==> config.mk <==
export PLATFORM = sky130hd
export DESIGN_NAME = wakeup_select_matrix
export DESIGN_NICKNAME = d
export VERILOG_FILES = /design/src/rtl/wakeup_select_matrix.sv
export SDC_FILE = /design/constraint.sdc
export NUM_CORES = 1
export LEC_CHECK = 0
export ABC_AREA = 1
export BUFFER_PORTS_ARGS = -buffer_cell sky130_fd_sc_hd__buf_2
export CORE_MARGIN = 2
export CORE_UTILIZATION = 45
export DETAILED_ROUTE_END_ITERATION = 10
export HOLD_SLACK_MARGIN = 0.06
export PLACE_DENSITY_LB_ADDON = 0.2
export SLEW_MARGIN = 15
export SYNTH_ARGS = -nofsm -noshare
export SYNTH_HDL_FRONTEND = slang
export SYNTH_SLANG_ARGS = --single-unit
==> constraint.sdc <==
create_clock -name clk -period 11.3 [get_ports clk]
set_clock_uncertainty 0.05 [all_clocks]
set_input_delay 1.13 -clock clk [delete_from_list [all_inputs] [get_ports clk]]
set_output_delay 1.13 -clock clk [all_outputs]
set_load 0.01 [all_outputs]
==> src/rtl/wakeup_select_matrix.sv <==
// -----------------------------------------------------------------------------
// wakeup_select_matrix
//   Dependency-matrix scheduler. Each entry holds an instruction waiting on
//   a set of producer entries (one bit per column). When a producer's latency
//   countdown expires it broadcasts on wakeup_vec for one cycle, its column is
//   cleared in every row, and the entry is returned to the free pool.
//
// Ports
//   clk, rst          : clock, asynchronous active-low reset
//   disp_valid/ready  : dispatch handshake; disp_row = lowest free entry
//   disp_dep          : producer entries the new instruction waits on
//   disp_latency      : execution latency of the new instruction (0 acts as 1)
//   issue_valid/ready : issue handshake; issue_row = lowest ready entry
//   wakeup_vec        : per-entry result broadcast this cycle
//   flush             : synchronous discard of every entry
//   free_count        : registered number of free entries
// -----------------------------------------------------------------------------
module wakeup_select_matrix #(
   parameter int NUM_ROWS = 8,
   parameter int LAT_W    = 4
) (
   input  logic                        clk,
   input  logic                        rst,
   input  logic                        disp_valid,
   output logic                        disp_ready,
   input  logic [NUM_ROWS-1:0]         disp_dep,
   input  logic [LAT_W-1:0]            disp_latency,
   output logic [$clog2(NUM_ROWS)-1:0] disp_row,
   output logic                        issue_valid,
   output logic [$clog2(NUM_ROWS)-1:0] issue_row,
   input  logic                        issue_ready,
   output logic [NUM_ROWS-1:0]         wakeup_vec,
   input  logic                        flush,
   output logic [$clog2(NUM_ROWS):0]   free_count
);

   localparam int IDX_W = $clog2(NUM_ROWS);
   localparam int CNT_W = IDX_W + 1;

   typedef enum logic [1:0] {ST_FREE, ST_WAIT, ST_ISSUED} ent_state_e;

   ent_state_e                        st_q [NUM_ROWS];
   logic [NUM_ROWS-1:0][NUM_ROWS-1:0] dep_q;
   logic [NUM_ROWS-1:0][LAT_W-1:0]    lat_q;
   logic [NUM_ROWS-1:0][LAT_W-1:0]    cnt_q;
   logic [CNT_W-1:0]                  free_cnt_q;

   logic [NUM_ROWS-1:0] free_mask;
   logic [NUM_ROWS-1:0] ready;
   logic [CNT_W-1:0]    wake_cnt;
   logic                disp_fire;
   logic                issue_fire;

   genvar j;
   for (j = 0; j < NUM_ROWS; j++) begin : g_flags
      assign free_mask[j]  = (st_q[j] == ST_FREE);
      // Broadcast is suppressed during flush so nothing observes a dying entry.
      assign wakeup_vec[j] = !flush && (st_q[j] == ST_ISSUED) && (cnt_q[j] == '0);
      // Producers broadcasting this cycle already count as satisfied, which
      // lets a latency-L dependent issue exactly L cycles after its producer.
      assign ready[j]      = (st_q[j] == ST_WAIT) && ((dep_q[j] & ~wakeup_vec) == '0);
   end

   // Lowest-index pick for allocation and issue; popcount of broadcasts.
   always_comb begin
      disp_row  = '0;
      issue_row = '0;
      wake_cnt  = '0;
      for (int i = NUM_ROWS - 1; i >= 0; i--) begin
         if (free_mask[i]) disp_row  = IDX_W'(i);
         if (ready[i])     issue_row = IDX_W'(i);
      end
      for (int i = 0; i < NUM_ROWS; i++)
         wake_cnt = wake_cnt + CNT_W'(wakeup_vec[i]);
   end

   assign issue_valid = |ready;
   assign disp_ready  = (free_cnt_q != '0);
   assign free_count  = free_cnt_q;
   assign disp_fire   = disp_valid && disp_ready && !flush;
   assign issue_fire  = issue_valid && issue_ready && !flush;

   always_ff @(posedge clk or negedge rst) begin
      if (!rst) begin
         free_cnt_q <= CNT_W'(NUM_ROWS);
         for (int i = 0; i < NUM_ROWS; i++) begin
            st_q[i]  <= ST_FREE;
            dep_q[i] <= '0;
            lat_q[i] <= '0;
            cnt_q[i] <= '0;
         end
      end else if (flush) begin
         free_cnt_q <= CNT_W'(NUM_ROWS);
         for (int i = 0; i < NUM_ROWS; i++) begin
            st_q[i]  <= ST_FREE;
            dep_q[i] <= '0;
            lat_q[i] <= '0;
            cnt_q[i] <= '0;
         end
      end else begin
         // Entries freed this edge are not in free_mask until the next cycle,
         // so the counter and the allocator always agree.
         free_cnt_q <= free_cnt_q + wake_cnt - CNT_W'(disp_fire);
         for (int i = 0; i < NUM_ROWS; i++) begin
            dep_q[i] <= dep_q[i] & ~wakeup_vec;
            unique case (st_q[i])
               ST_FREE: begin
                  if (disp_fire && (disp_row == IDX_W'(i))) begin
                     st_q[i]  <= ST_WAIT;
                     // Deps on free or currently broadcasting entries are
                     // already satisfied; never depend on yourself.
                     dep_q[i] <= disp_dep & ~free_mask & ~wakeup_vec
                                 & ~(NUM_ROWS'(1) << i);
                     lat_q[i] <= disp_latency;
                     cnt_q[i] <= '0;
                  end
               end
               ST_WAIT: begin
                  if (issue_fire && (issue_row == IDX_W'(i))) begin
                     st_q[i]  <= ST_ISSUED;
                     cnt_q[i] <= (lat_q[i] == '0) ? '0 : lat_q[i] - 1'b1;
                  end
               end
               ST_ISSUED: begin
                  if (cnt_q[i] != '0) begin
                     cnt_q[i] <= cnt_q[i] - 1'b1;
                  end else begin
                     st_q[i]  <= ST_FREE;
                     dep_q[i] <= '0;
                  end
               end
               default: st_q[i] <= ST_FREE;
            endcase
         end
      end
   end

endmodule

# Word-level counts from Yosys, hierarchy flattened
# Cells that the tools add are included.
dict set report word_totals {
  elab_cells 402
  register_bits 148
  out_inout_bits 20
  inputBits 17
}
dict set report op_classes {
  muxes 133
  eq_ne 62
  reduce_logical 137
  n_addsub 25
  bitwise 12
}
# op n
set op_table {}
lappend op_table {{$mux W4} 49}
lappend op_table {{$mux W8} 16}
lappend op_table {{$pmux W8 S2} 8}
lappend op_table {{$pmux W4 S3} 8}
lappend op_table {{$and A8 B8 Y8} 10}
lappend op_table {{$ne A3 B2 Y1 const B} 24}
lappend op_table {{$reduce_bool A4 Y1} 17}
lappend op_table {{$logic_not A4 Y1} 16}
lappend op_table {{$logic_not A8 Y1} 8}
lappend op_table {{$mux W32} 2}
lappend op_table {{$mux W64} 1}
lappend op_table {{$sub A4 B1 Y4 const B} 16}
lappend op_table {{$mux W2} 24}
lappend op_table {{$mux W3} 16}
lappend op_table {{$pmux W2 S3} 8}
lappend op_table {{$logic_and A1 B1 Y1} 44}
lappend op_table {{$reduce_and A4 Y1} 8}
lappend op_table {{$reduce_bool A2 Y1} 16}
lappend op_table {{$eq A3 B3 Y1 const B} 8}
lappend op_table {{$ne A3 B3 Y1 const B} 8}
lappend op_table {{$reduce_and A3 Y1} 8}
lappend op_table {{$add A4 B1 Y4} 4}
lappend op_table {{$eq A2 B1 Y1 const B} 8}
lappend op_table {{$eq A2 B2 Y1 const B} 8}
lappend op_table {{other kinds (14)} 34}

# Logic depth before layout (Yosys ltp)
dict set report depth {
  word_depth 20
  ltp_mapped 22
  ltp_nobuf 22
}

# Worst setup path before layout
# OpenSTA, ideal clock, no wires.
dict set report synth_path {
  path_kind {input port to flip-flop}
  start {in flush}
  end {reg free_cnt_q[2] (netlist: free_count[2])}
  slack_ns 6.973
  arrival_time_ns 4.145
  path_stages 13
  setup_time_ns 0.132
  path_cell_list {buf_6 > nor2_1 > nand2_2 > buf_4 > inv_1 > fa_1 > inv_1 > fa_1 > fa_1 > fa_1 > fa_1 > xor2_1 > nor2_1}
}
dict set report synth_between {
  word_cells_on_any_way 28
  classes_between {9 x add/sub; 1 x mux; 18 x reduce/logical}
}
# element line_no
set synth_lines {}
lappend synth_lines {{start, declared} 33} ;# input logic flush,
lappend synth_lines {{$logic_not A1 Y1} 58} ;# assign wakeup_vec[j] = !flush && (st_q[j] == ST_ISSUED) && (cnt_q[j] == '0);
lappend synth_lines {{$logic_and A1 B1 Y1 (2 in a row)} 58}
lappend synth_lines {{named net wakeup_vec[5]} 32} ;# output logic [NUM_ROWS-1:0] wakeup_vec,
lappend synth_lines {{$add A4 B1 Y4 (3 in a row)} 74} ;# wake_cnt = wake_cnt + CNT_W'(wakeup_vec[i]);
lappend synth_lines {{$add A4 B4 Y4} 103} ;# free_cnt_q <= free_cnt_q + wake_cnt - CNT_W'(disp_fire);
lappend synth_lines {{$sub A4 B1 Y4} 103}
lappend synth_lines {{$mux W4} 92} ;# end else if (flush) begin
lappend synth_lines {{end signal, assigned} 85} ;# free_cnt_q <= CNT_W'(NUM_ROWS);
lappend synth_lines {{end signal, assigned} 93} ;# free_cnt_q <= CNT_W'(NUM_ROWS);
lappend synth_lines {{end signal, assigned} 103}
lappend synth_lines {{end, declared} 46} ;# logic [CNT_W-1:0] free_cnt_q;
# The timed path passes the listed nets, and every way through them passes these cells.
# A chain may end at the register's enable or synchronous reset.

# Final worst setup path
dict set report layout_path {
  start {in flush}
  end {out issue_row[2]}
}
dict set report layout_between {
  elab_chain_len 15
  word_cells_on_any_way 50
  classes_between {8 x mux; 9 x bitwise; 33 x reduce/logical}
}
# element line_no
set layout_rtl {}
lappend layout_rtl {{$logic_not A1 Y1 (*)} 58}
lappend layout_rtl {{$logic_and A1 B1 Y1 (2 in a row)} 58}
lappend layout_rtl {{$not A8 Y8 (*)} --}
lappend layout_rtl {{$and A8 B8 Y8} 61} ;# assign ready[j] = (st_q[j] == ST_WAIT) && ((dep_q[j] & ~wakeup_vec) == '0);
lappend layout_rtl {{$logic_not A8 Y1} 61}
lappend layout_rtl {{$logic_and A1 B1 Y1} 61}
lappend layout_rtl {{$mux W3 (7 in a row)} 71} ;# if (ready[i]) issue_row = IDX_W'(i);
lappend layout_rtl {{$mux W3 (*)} 71}
lappend layout_rtl {{end, declared} 30} ;# output logic [$clog2(NUM_ROWS)-1:0] issue_row,
# Mark *: on every way between the ends. The rest lies on a longest branch, timed or not.

==> impl_metrics.yaml <==
outcome:
  outcome: "finished, final reports clean"
timing:
  final_max_slew_viol_count: 0
  worst_pin_slew_ps: 906.7
  setup_violations: 0
  final.setup.worst_slack_ps: 6099
  holdWs_ps: 422.0
  setup_tns_ps: 0
  period_needed_ps: 5201
  finalHoldViolCount: 0
  relSlewSlack_pct: 39.55
  period_share_pct: 46.02
  grt_setup_unrepaired: "false"
  fmax_mhz: 192.3
cts:
  post_cts_resized: 0
  cts_buffer_depth: 2
  insertion_delay_ps: 430
  cts_buffers: 17
  postCtsSetupRepairBufs: 0
  cts_tree: "built"
  ctsHtreeMaxLevel: 4
  cts_hold_buf: 0
  cts_sinks: 148
  root_buffer: "clkbuf_16"
  clk_pin_slew_ps: 60
route:
  dr.first_iter.drc_count: 764
  via_count: 8538
  wl_met2_um: 12010
  met3WireLength_um: 1631
  highest_layer: "met4"
  ant_nets: 0
  avgRoutedWirePerCell_um: 16.69
  viasPerCell: 5.387
  drtPass1Iterations: 5
  drc: 0
  route.layer.met1.wl_um: 12190
  drt_wl_total_um: 26450
yosys:
  ys_top_cells_by_area: "dfrtp_1, nand2_1, ha_1"
  syn_nets: 1354
  ys_ff_latch: 148
  synth_edf_count: 0
  syn_inst: 1260
  yosysUniqueCellTypes: 43
  synth_top_area_share_pct: 38.52
  yosys.area.top_type: "dfrtp_1"
  ys_seq_area_share_pct: 38.79
  post_synth.cell_area_avg_um2: 7.580
  ys.flop_type: "dfrtp_1"
  synth_warnings: 0
  async_flop_share_pct: 100.0
  synth_area_mm2: 0.009550
placement:
  numPortBuffers: 36
  hpwl_um: 19160
  gp_congestion: 0.9099
  dp_slack_ps: 5748
hold_path:
  hold_depth: 2
  holdPathEnd: "cnt_q[20]"
  holdCritPathClass: "reg -> reg"
  hp-start: "cnt_q[20]"
critical_path:
  crit-reg2reg-launch: "st_q[0]"
  timing.rr.end: "free_count[2]"
  critPathLaunchType: "input port"
  critPathKind: "in -> out"
  worstPathRequired_ps: 10120
  critical_path_arrival_ps: 4020
  ff2ff_setup_slack_ps: 6900
  rr_worst_depth: 14
  cp-end-kind: "output port"
  crit_fanout: 35
job:
  cap_violations: 0
finish:
  drive_above_1_share_pct: 8.855
  final_cell_mix: "nand2_1, inv_1, dfrtp_1, nor2_1, ha_1"
  area_growth_syn_to_layout_pct: 11.58
  final_common_cell: "nand2_1"
  insertedDiodeCount: 0
  final_nets: 1392
  fillCellCount: 2071
die:
  die_area_mm2: 0.02240
  die_h_um: 149.7
  die_x_um: 149.7
  coreArea_mm2: 0.02096
  start_util_pct: 45.58
  io_pins: 37
  rows: 53
power_and_ir_drop:
  p_leak_nw: 5.235
  peakVddDrop_mv: 0.1048
  power_density_mw_per_mm2: 136.9
global_route:
  antenna_found_initial: 0
  grt_pass1_wl_um: 43220
  gr-total-overflow: 0
  first_global_vias: 8216
  track_usage_pct: 24.79
  grt_max_degree: 93
synthesized netlist by cell type, types with 2 or more instances:
library cell / count
nand3_2: 12
a221oi_1: 2
fa_1: 6
nand2_2: 15
a22oi_1: 7
a21oi_1: 37
nor2_1: 146
nand3_4: 2
nor3_1: 14
o211ai_1: 2
a31oi_1: 2
a2bb2oi_1: 5
nand4_1: 62
buf_6: 7
dfrtp_1: 147
inv_1: 173
o21ai_0: 47
clkbuf_1: 7
buf_1: 5
nand2_1: 340
o21ai_1: 3
nor2_4: 5
or2_2: 3
nand3_1: 56
inv_2: 4
a32oi_1: 4
ha_1: 71
xnor2_1: 7
xor2_1: 12
nor2_2: 2
o32ai_1: 2
o22ai_1: 42
sequential cells by signal (all words and copies together) (netlist names):
| signal | flops |
|---|---|
| free_count | 4 |
| st_q | 16 |
| cnt_q | 32 |
| dep_q | 64 |
| lat_q | 32 |
worst max-delay path, stage by stage:
cell	delay [ps]
buf_2	90
buf_4	250
buf_4	320
nor2_1	190
nand3_1	510
nand2_1	240
nand2_1	70
nor2_1	190
nand4_1	130
nand2_1	120
inv_1	50
nand2_1	80
inv_1	50
nor3_1	360
buf_2	220
cell type report:
cell class | count | area [um2] | area share [%]
Tap cell | 275 | 344.1 | 3.229
Multi-Input combinational cell | 914 | 5045 | 47.34
Inverter | 177 | 664.4 | 6.235
Clock buffer | 22 | 484.2 | 4.544
Sequential cell | 148 | 3705 | 34.77
Clock inverter | 9 | 197.7 | 1.855
Timing Repair Buffer | 40 | 216.5 | 2.031
how the worst max path moves through the flow:
stage | to | from | depth (start not counted) | slack [ps]
floorplan | free_count[2] | flush | 13 | 6970
finish | issue_row[2] | flush | 15 | 6100
detailed placement | free_count[2] | flush | 14 | 5750
CTS | free_count[2] | flush | 14 | 6190
global placement | free_count[2] | flush | 14 | 5810
global route | issue_row[0] | flush | 19 | 6000
logic make-up after synthesis:
kind of cell	share of synthesized area (%)
simple gates	30.67
buf+inv	8.385
compound gates	9.852
flops	38.79
fa+ha+maj	10.56
xor+xnor	1.742
per-layer routing:
| layer | GRT usage (%) | up-vias |
|---|---|---|
| met3 | 5.244 | 39 |
| li1 | - | 4179 |
| met2 | 38.49 | 247 |
| met4 | 8.208 | 0 |
| met5 | 0 | - |
| met1 | 34.60 | 4073 |
per-stage QoR:
step                      utilization [%]  cell area (um2)  total power, mW  std cells
final                               50.85            10660            1.459       1585
after global routing                50.85            10660            1.527       1585
after CTS                           50.85            10660            1.465       1585
after detailed placement            47.60             9975           0.8043       1554
after global placement              47.60             9975           0.8019       1554
after floorplan                         -             9550           0.7300       1260
report_power, final:
part,total [mW],internal [mW],switching [mW]
Sequential,0.553,0.544,0.00818
Clock,0.663,0.436,0.227
Combinational,0.243,0.0769,0.166
No activity file was read; power rests on OpenSTA's default activity.
